### src/rtl/dsp_slice_param.sv
// rtl/dsp_slice_param.sv - parametrised pre-add / multiply / post-add-accumulate DSP slice (optional DSP_SAT_EN saturation)
module dsp_slice_param #(
    parameter int    DATA_W     = 18,
    parameter int    ACC_W      = 48,
    parameter int    INREG      = 1,
    parameter int    MREG       = 1,
    parameter int    PREG       = 1,
    parameter string CARRYINSEL = "OPMODE5",
    parameter string B_INPUT    = "DIRECT"
) (
    input  logic                  CLK,
    input  logic                  RST,
    input  logic                  CEIN,
    input  logic                  CEM,
    input  logic                  CEP,
    input  logic [DATA_W-1:0]     A,
    input  logic [DATA_W-1:0]     B,
    input  logic [DATA_W-1:0]     D,
    input  logic [DATA_W-1:0]     BCIN,
    input  logic [ACC_W-1:0]      C,
    input  logic [ACC_W-1:0]      PCIN,
    input  logic [7:0]            OPMODE,
    input  logic                  CARRYIN,
    input  logic                  VALID_IN,
    output logic [DATA_W-1:0]     BCOUT,
    output logic [2*DATA_W-1:0]   M,
    output logic [ACC_W-1:0]      P,
    output logic [ACC_W-1:0]      PCOUT,
    output logic                  CARRYOUT,
    output logic                  CARRYOUTF,
    output logic                  SATFLAG,
    output logic                  VALID_OUT
);

    localparam bit USE_BCIN    = (B_INPUT == "CASCADE");
    localparam bit USE_CIN_PIN = (CARRYINSEL == "CARRYIN");

    // post-adder control bits carried alongside the product: {sub, z[1:0], x[1:0]}
    localparam int CTL_W = 5;

    // ------------------------------------------------------------------
    // Input stage
    // ------------------------------------------------------------------
    logic [DATA_W-1:0] b_src;
    logic [DATA_W-1:0] a_s;
    logic [DATA_W-1:0] b_s;
    logic [DATA_W-1:0] d_s;
    logic [ACC_W-1:0]  c_s;
    logic [7:0]        op_s;
    logic              cin_pin_s;
    logic              v_in_s;

    assign b_src = USE_BCIN ? BCIN : B;

    if (INREG != 0) begin : g_in_reg
        // Operand/control capture; RST wins over CEIN
        always_ff @(posedge CLK) begin
            if (RST) begin
                a_s       <= '0;
                b_s       <= '0;
                d_s       <= '0;
                c_s       <= '0;
                op_s      <= '0;
                cin_pin_s <= 1'b0;
                v_in_s    <= 1'b0;
            end else if (CEIN) begin
                a_s       <= A;
                b_s       <= b_src;
                d_s       <= D;
                c_s       <= C;
                op_s      <= OPMODE;
                cin_pin_s <= CARRYIN;
                v_in_s    <= VALID_IN;
            end
        end
    end else begin : g_in_comb
        // Input stage bypassed
        always_comb begin
            a_s       = A;
            b_s       = b_src;
            d_s       = D;
            c_s       = C;
            op_s      = OPMODE;
            cin_pin_s = CARRYIN;
            v_in_s    = VALID_IN;
        end
    end

    // ------------------------------------------------------------------
    // Pre-adder, multiplier and {D,A,B} concatenation
    // ------------------------------------------------------------------
    logic [DATA_W-1:0]   pre_sum;
    logic [DATA_W-1:0]   bc;
    logic [2*DATA_W-1:0] mult;
    logic [ACC_W-1:0]    dab;
    logic                cin_sel;
    logic [CTL_W-1:0]    ctl_s;

    // Pre-adder wraps modulo 2^DATA_W; OPMODE[4] chooses what feeds the multiplier
    always_comb begin
        pre_sum = op_s[6] ? (d_s - b_s) : (d_s + b_s);
        bc      = op_s[4] ? pre_sum : b_s;
        mult    = {{DATA_W{1'b0}}, bc} * {{DATA_W{1'b0}}, a_s};
        dab     = ACC_W'({d_s, a_s, b_s});
        cin_sel = USE_CIN_PIN ? cin_pin_s : op_s[5];
        ctl_s   = {op_s[7], op_s[3:0]};
    end

    assign BCOUT = bc;

    // ------------------------------------------------------------------
    // M stage: product plus the controls/operands of the same sample, so a
    // sample's post-add always uses its own OPMODE, C and carry
    // ------------------------------------------------------------------
    logic [2*DATA_W-1:0] m_s;
    logic [CTL_W-1:0]    ctl_m;
    logic [ACC_W-1:0]    c_m;
    logic [ACC_W-1:0]    dab_m;
    logic                cin_m;
    logic                v_m;

    if (MREG != 0) begin : g_m_reg
        // Multiplier register with its aligned controls
        always_ff @(posedge CLK) begin
            if (RST) begin
                m_s   <= '0;
                ctl_m <= '0;
                c_m   <= '0;
                dab_m <= '0;
                cin_m <= 1'b0;
                v_m   <= 1'b0;
            end else if (CEM) begin
                m_s   <= mult;
                ctl_m <= ctl_s;
                c_m   <= c_s;
                dab_m <= dab;
                cin_m <= cin_sel;
                v_m   <= v_in_s;
            end
        end
    end else begin : g_m_comb
        // M stage bypassed
        always_comb begin
            m_s   = mult;
            ctl_m = ctl_s;
            c_m   = c_s;
            dab_m = dab;
            cin_m = cin_sel;
            v_m   = v_in_s;
        end
    end

    assign M = m_s;

    // ------------------------------------------------------------------
    // Post-adder / accumulator
    // ------------------------------------------------------------------
    logic [ACC_W-1:0] p_s;
    logic             co_s;
    logic             sat_s;
    logic             v_p;
    logic [ACC_W-1:0] p_fb;
    logic [ACC_W-1:0] x_mux;
    logic [ACC_W-1:0] z_mux;
    logic [ACC_W:0]   xc;
    logic [ACC_W:0]   sum;
    logic [ACC_W-1:0] p_next;
    logic             sat_hit;

    // Without a P register the feedback would be a combinational loop, so it reads 0
    if (PREG != 0) begin : g_fb
        assign p_fb = p_s;
    end else begin : g_no_fb
        assign p_fb = '0;
    end

    // X/Z selection, ACC_W+1 bit add/subtract and optional clamp
    always_comb begin
        x_mux = '0;
        unique case (ctl_m[1:0])
            2'd0:    x_mux = '0;
            2'd1:    x_mux = ACC_W'(m_s);
            2'd2:    x_mux = p_fb;
            default: x_mux = dab_m;
        endcase
        z_mux = '0;
        unique case (ctl_m[3:2])
            2'd0:    z_mux = '0;
            2'd1:    z_mux = PCIN;
            2'd2:    z_mux = p_fb;
            default: z_mux = c_m;
        endcase
        xc  = {1'b0, x_mux} + {{ACC_W{1'b0}}, cin_m};
        sum = ctl_m[4] ? ({1'b0, z_mux} - xc) : ({1'b0, z_mux} + xc);
`ifdef DSP_SAT_EN
        // bit ACC_W is the carry on add and the borrow on subtract
        sat_hit = sum[ACC_W];
        if (sat_hit) begin
            p_next = ctl_m[4] ? '0 : '1;
        end else begin
            p_next = sum[ACC_W-1:0];
        end
`else
        sat_hit = 1'b0;
        p_next  = sum[ACC_W-1:0];
`endif
    end

    if (PREG != 0) begin : g_p_reg
        // Result register; CARRYOUT keeps the raw bit ACC_W even when clamped
        always_ff @(posedge CLK) begin
            if (RST) begin
                p_s   <= '0;
                co_s  <= 1'b0;
                sat_s <= 1'b0;
                v_p   <= 1'b0;
            end else if (CEP) begin
                p_s   <= p_next;
                co_s  <= sum[ACC_W];
                sat_s <= sat_hit;
                v_p   <= v_m;
            end
        end
    end else begin : g_p_comb
        // P stage bypassed
        always_comb begin
            p_s   = p_next;
            co_s  = sum[ACC_W];
            sat_s = sat_hit;
            v_p   = v_m;
        end
    end

    assign P         = p_s;
    assign PCOUT     = p_s;
    assign CARRYOUT  = co_s;
    assign CARRYOUTF = co_s;
    assign SATFLAG   = sat_s;
    assign VALID_OUT = v_p;

endmodule

### config.mk
export PLATFORM = sky130hd
export DESIGN_NAME = dsp_slice_param
export DESIGN_NICKNAME = d
export VERILOG_FILES = /design/src/rtl/dsp_slice_param.sv
export SDC_FILE = /design/constraint.sdc
export NUM_CORES = 2
export LEC_CHECK = 0
export BUFFER_PORTS_ARGS = -buffer_cell sky130_fd_sc_hd__buf_4
export CORE_MARGIN = 4
export CORE_UTILIZATION = 30
export CTS_BUF_LIST = sky130_fd_sc_hd__clkbuf_16
export CTS_CLUSTER_DIAMETER = 30
export DETAILED_ROUTE_END_ITERATION = 10
export SETUP_SLACK_MARGIN = 0.2
export SYNTH_ARGS = -nofsm -noshare
export SYNTH_HDL_FRONTEND = slang
export SYNTH_SLANG_ARGS = --single-unit
### constraint.sdc
create_clock -name CLK -period 9.7 [get_ports CLK]
set_input_delay 1.455 -clock CLK [delete_from_list [all_inputs] [get_ports CLK]]
set_output_delay 1.455 -clock CLK [all_outputs]
set_load 0.01 [all_outputs]
==> report_table.html <==
<table>
<tr><th>Metric</th><th>Value</th></tr>
<tr><th colspan="2">Outcome</th></tr>
<tr><td>Status</td><td>completed</td></tr>
<tr><th colspan="2">Setup path</th></tr>
<tr><td>Type of element launching the critical path</td><td>flop</td></tr>
<tr><td>Required time of the worst setup path</td><td>between 10 and 15 ns</td></tr>
<tr><td>Endpoint of the worst setup timing path</td><td>M[34]$_SDFFE_PP0P_</td></tr>
<tr><td>Critical Path Slowest Stage Cell</td><td>fa_1</td></tr>
<tr><td>FF-to-FF path depth</td><td>about 40</td></tr>
<tr><td>Crit end category</td><td>flop</td></tr>
<tr><td>Most prevalent standard cell on the critical path</td><td>fa_1</td></tr>
<tr><td>Largest stage delay, worst path</td><td>~0.53 ns</td></tr>
<tr><td>Startpoint of the most critical setup path</td><td>b_s[1]$_SDFFE_PP0P_</td></tr>
<tr><td>Arrival @ worst endpoint</td><td>between 9 and 10 ns</td></tr>
<tr><td>Worst-path maximum fanout</td><td>5</td></tr>
<tr><td>R2R Path End</td><td>M[34]$_SDFFE_PP0P_</td></tr>
<tr><td>Register-to-Register Setup Slack</td><td>between 0.5 and 0.6 ns</td></tr>
<tr><td>Kind of cell with the highest combined delay on the critical path</td><td>adder cells</td></tr>
<tr><td>WP depth</td><td>around 40</td></tr>
<tr><td>Start-to-end type of the worst setup path</td><td>reg2reg</td></tr>
<tr><td>Launch point of the worst reg-to-reg path</td><td>b_s[1]$_SDFFE_PP0P_</td></tr>
<tr><td>Bufs and invs on worst path</td><td>9</td></tr>
<tr><th colspan="2">Finish</th></tr>
<tr><td>Syn-to-layout area delta</td><td>21.4%</td></tr>
<tr><td>Number of nets at the end of the flow</td><td>around 4400</td></tr>
<tr><td>Area of all placed cells without fillers</td><td>about 37000 um^2</td></tr>
<tr><td>Ant diodes</td><td>0</td></tr>
<tr><td>Layout cells sized above 1</td><td>a little under a fifth</td></tr>
<tr><th colspan="2">Die</th></tr>
<tr><td>Standard-cell row count</td><td>roughly 120</td></tr>
<tr><td>Initial core utilization</td><td>a little under a third</td></tr>
<tr><td>Width of the die</td><td>roughly 330 um</td></tr>
<tr><td>Core footprint</td><td>100000 um^2</td></tr>
<tr><td>Number of top-level pins</td><td>337</td></tr>
<tr><td>Total Die Area</td><td>between 100000 and 150000 um^2</td></tr>
<tr><td>Vertical extent of the die</td><td>about 330 um</td></tr>
<tr><th colspan="2">Synth</th></tr>
<tr><td>Count of flip-flops with a built-in enable after synthesis</td><td>0</td></tr>
<tr><td>Post-synthesis sequential element count</td><td>300</td></tr>
<tr><td>Cell taking the most area after synthesis</td><td>dfxtp_1</td></tr>
<tr><td>Cell count after synthesis</td><td>between 3000 and 4000</td></tr>
<tr><td>Per-instance average area after synthesis</td><td>just under 9 um^2</td></tr>
<tr><td>Most frequently used flop master after synthesis</td><td>dfxtp_1</td></tr>
<tr><td>Total standard cell area after synthesis</td><td>30200 um^2</td></tr>
<tr><td>Synth warnings</td><td>0</td></tr>
<tr><td>Area fraction of the dominant cell type after synthesis</td><td>between 10% and 20%</td></tr>
<tr><td>Net count after synthesis</td><td>a little over 4000</td></tr>
<tr><td>Cell variety after synth</td><td>90</td></tr>
<tr><td>Asr flop ratio synth</td><td>0%</td></tr>
<tr><td>Cell types occupying the most area after synthesis</td><td>dfxtp_1 (20%), fa_1 (17%), mux2i_1 (9.4%)</td></tr>
<tr><td>Sequential area share after synthesis</td><td>around a fifth</td></tr>
<tr><th colspan="2">Placement</th></tr>
<tr><td>Placed cell areas</td><td>between 30000 and 40000 um^2</td></tr>
<tr><td>Number of buffer cells added on primary ports</td><td>between 300 and 400</td></tr>
<tr><td>Placed wire-length estimate</td><td>between 70000 and 80000 um</td></tr>
<tr><td>Final estimated routing congestion in global placement</td><td>a little over 0.9</td></tr>
<tr><th colspan="2">Clock tree</th></tr>
<tr><td>CTS buffer count</td><td>about 80</td></tr>
<tr><td>Clock tree sinks</td><td>300</td></tr>
<tr><td>Clock insertion delay at the later pin of the skew report</td><td>about 0.64 ns</td></tr>
<tr><td>Clock root buffer</td><td>clkbuf_16</td></tr>
<tr><td>Number of H-tree branching levels</td><td>3</td></tr>
<tr><td>Clock-pin slew on the worst setup and hold paths</td><td>~0.050 ns</td></tr>
<tr><td>Post-cts hold buffer count</td><td>0</td></tr>
<tr><td>TritonCTS clock tree</td><td>done</td></tr>
<tr><td>Maximum count of clock buffers along a single path</td><td>3</td></tr>
<tr><th colspan="2">GRT</th></tr>
<tr><td>Antenna violations before repair</td><td>3</td></tr>
<tr><td>Maximum number of pins on one net before global-route repair</td><td>~90</td></tr>
<tr><td>Congestion Overflow GR</td><td>0</td></tr>
<tr><td>Number of global-route vias before repair</td><td>25639</td></tr>
<tr><td>Global-route wire length before repair</td><td>between 150000 and 200000 um</td></tr>
<tr><td>GRT Total Usage</td><td>18.8%</td></tr>
<tr><th colspan="2">Pwr</th></tr>
<tr><td>Power density over the cells</td><td>about 190 nW/um^2</td></tr>
<tr><td>Peak supply drop</td><td>0.000129 V</td></tr>
<tr><td>Total power</td><td>around 6900 uW</td></tr>
<tr><td>Leakage power summed over all cells</td><td>around 0.018 uW</td></tr>
<tr><th colspan="2">Timing</th></tr>
<tr><td>Setup repair after global routing missed its margin</td><td>no</td></tr>
<tr><td>Final period util</td><td>94.0%</td></tr>
<tr><td>Minimum clock period</td><td>9.12 ns</td></tr>
<tr><td>Total negative slack for setup checks</td><td>0 ns</td></tr>
<tr><td>Total setup violations reported at the end of the flow</td><td>0</td></tr>
<tr><td>Pin slew with the least headroom to its limit</td><td>approximately 1.2 ns</td></tr>
<tr><td>Worst-case clock skew</td><td>around 0.062 ns</td></tr>
<tr><td>Max Clock Freq</td><td>approximately 110 MHz</td></tr>
<tr><td>Max Slew Vio Count</td><td>0</td></tr>
<tr><td>Max-slew headroom at the worst pin</td><td>between 20% and 30%</td></tr>
<tr><td>Total count of hold-check failures in the final report</td><td>0</td></tr>
<tr><th colspan="2">Detailed routing</th></tr>
<tr><td>Total length of routed wires</td><td>roughly 100000 um</td></tr>
<tr><td>Routed via count</td><td>25694</td></tr>
<tr><td>Number of design-rule violations left by the first detailed-router iteration</td><td>between 1500 and 2000</td></tr>
<tr><td>Routed len/inst</td><td>roughly 20 um</td></tr>
<tr><td>First-pass detailed-route iteration total</td><td>5</td></tr>
<tr><td>Number of DRC violations after detailed routing</td><td>0</td></tr>
<tr><td>Via-to-Cell Ratio</td><td>5.03</td></tr>
<tr><td>Count of antenna-violating nets left after detailed routing</td><td>0</td></tr>
<tr><th colspan="2">Worst hold path</th></tr>
<tr><td>Min-delay worst type</td><td>reg2reg</td></tr>
<tr><th colspan="2">Flow run</th></tr>
<tr><td>Number of max-cap violations</td><td>0</td></tr>
</table>
[synth_stat cells (35+ instances only)]
cell,n
nand3_1,49
xnor2_1,115
clkbuf_1,132
ha_1,179
nor2_1,388
nor3_1,45
a22o_1,70
buf_1,38
o21ai_0,52
nor2b_1,35
fa_1,258
inv_1,363
a21oi_1,129
a21o_1,59
buf_4,57
mux2i_1,285
mux2_2,101
and2_1,183
xor2_1,66
nand2_1,245
dfxtp_1,300
[through the flow]
step	util, %	worst slack [ns]	instances	hold slack (ns)
finish	36.7	0.584	5108	0.486
floorplan	-	0.397	3491	0.454
global placement	33.7	0.0718	4939	0.466
CTS	36.3	0.216	5090	0.490
detailed placement	33.7	-0.0158	4939	0.476
global route	36.7	0.148	5108	0.506
[cell usage in the layout (no fill, tap or decap), drive strengths merged, types with 104 or more instances in the layout]
master	instances
a21oi	129
and2	183
buf	416
dfxtp	300
fa	258
ha	179
inv	378
mux2	104
mux2i	285
nand2	246
nor2	389
xnor2	115
[how the worst min path moves through the flow]
stage / startpoint / endpoint / slack [ns] / depth (start not counted)
finish: c_m[42]$_SDFFE_PP0P_ / c_m[42]$_SDFFE_PP0P_ / 0.49 / 2
global route: c_m[32]$_SDFFE_PP0P_ / c_m[32]$_SDFFE_PP0P_ / 0.51 / 2
CTS: c_m[15]$_SDFFE_PP0P_ / c_m[15]$_SDFFE_PP0P_ / 0.49 / 2
detailed placement: c_m[15]$_SDFFE_PP0P_ / c_m[15]$_SDFFE_PP0P_ / 0.48 / 2
global placement: c_m[22]$_SDFFE_PP0P_ / c_m[22]$_SDFFE_PP0P_ / 0.47 / 2
floorplan: c_m[0]$_SDFFE_PP0P_ / c_m[0]$_SDFFE_PP0P_ / 0.45 / 2
[kinds of logic after synthesis]
logic type,synth area share (%)
buf+inv,8.54
flops,19.9
simple gates,17.6
xor+xnor,5.24
mux,13.3
fa+ha+maj,24.5
compound gates,11.0
other cells,0.0124
[state kept, by name (all words and copies together), names as in the netlist]
register / cells
op_s: 8
c_m: 48
dab_m: 48
v_m: 1
P: 48
CARRYOUT: 1
d_s: 18
M: 36
cin_m: 1
ctl_m: 5
c_s: 48
VALID_OUT: 1
a_s: 18
b_s: 18
v_in_s: 1
[tightest hold or removal path, cell delays in order, from the launching register on]
cell and delay, ns:
dfxtp_1 0.32, mux2i_1 0.06, nor2_1 0.07
[per-layer routing]
metal | up-vias | GRT usage [%] | share of wire (%) | wire, um
met4 | 0 | 4.63 | 2.3 | 2390
met3 | 139 | 5.03 | 9.4 | 9530
met2 | 917 | 29.2 | 44 | 44700
met5 | - | 0 | 0 | 0
met1 | 12510 | 25.8 | 44 | 45200
li1 | 12128 | - | - | -
[report_power, final]
group	switching, uW	internal, uW	total (uW)	leakage [uW]
clock network	877	1610	2490	0.00126
registers	271	1370	1640	0.00246
logic	1550	1210	2770	0.0139
[repair_timing]
action	in CTS	in global routing
gates cloned	0	1
hold endpoints to repair	0	0
setup endpoints to repair	4	10
setup buffers	6	17
pin swaps	10	51
resized for setup	14	67
[cell type report]
class                      count  area (um^2)
tap                         1298         1620
clock buffer                  78         1950
fill                       10279        63300
inverter                     363         1360
timing repair buffer         417         3210
sequential                   300         6010
clock inverter                67          616
multi-input combinational   2585        21900
(Power assumes the default switching activity.)
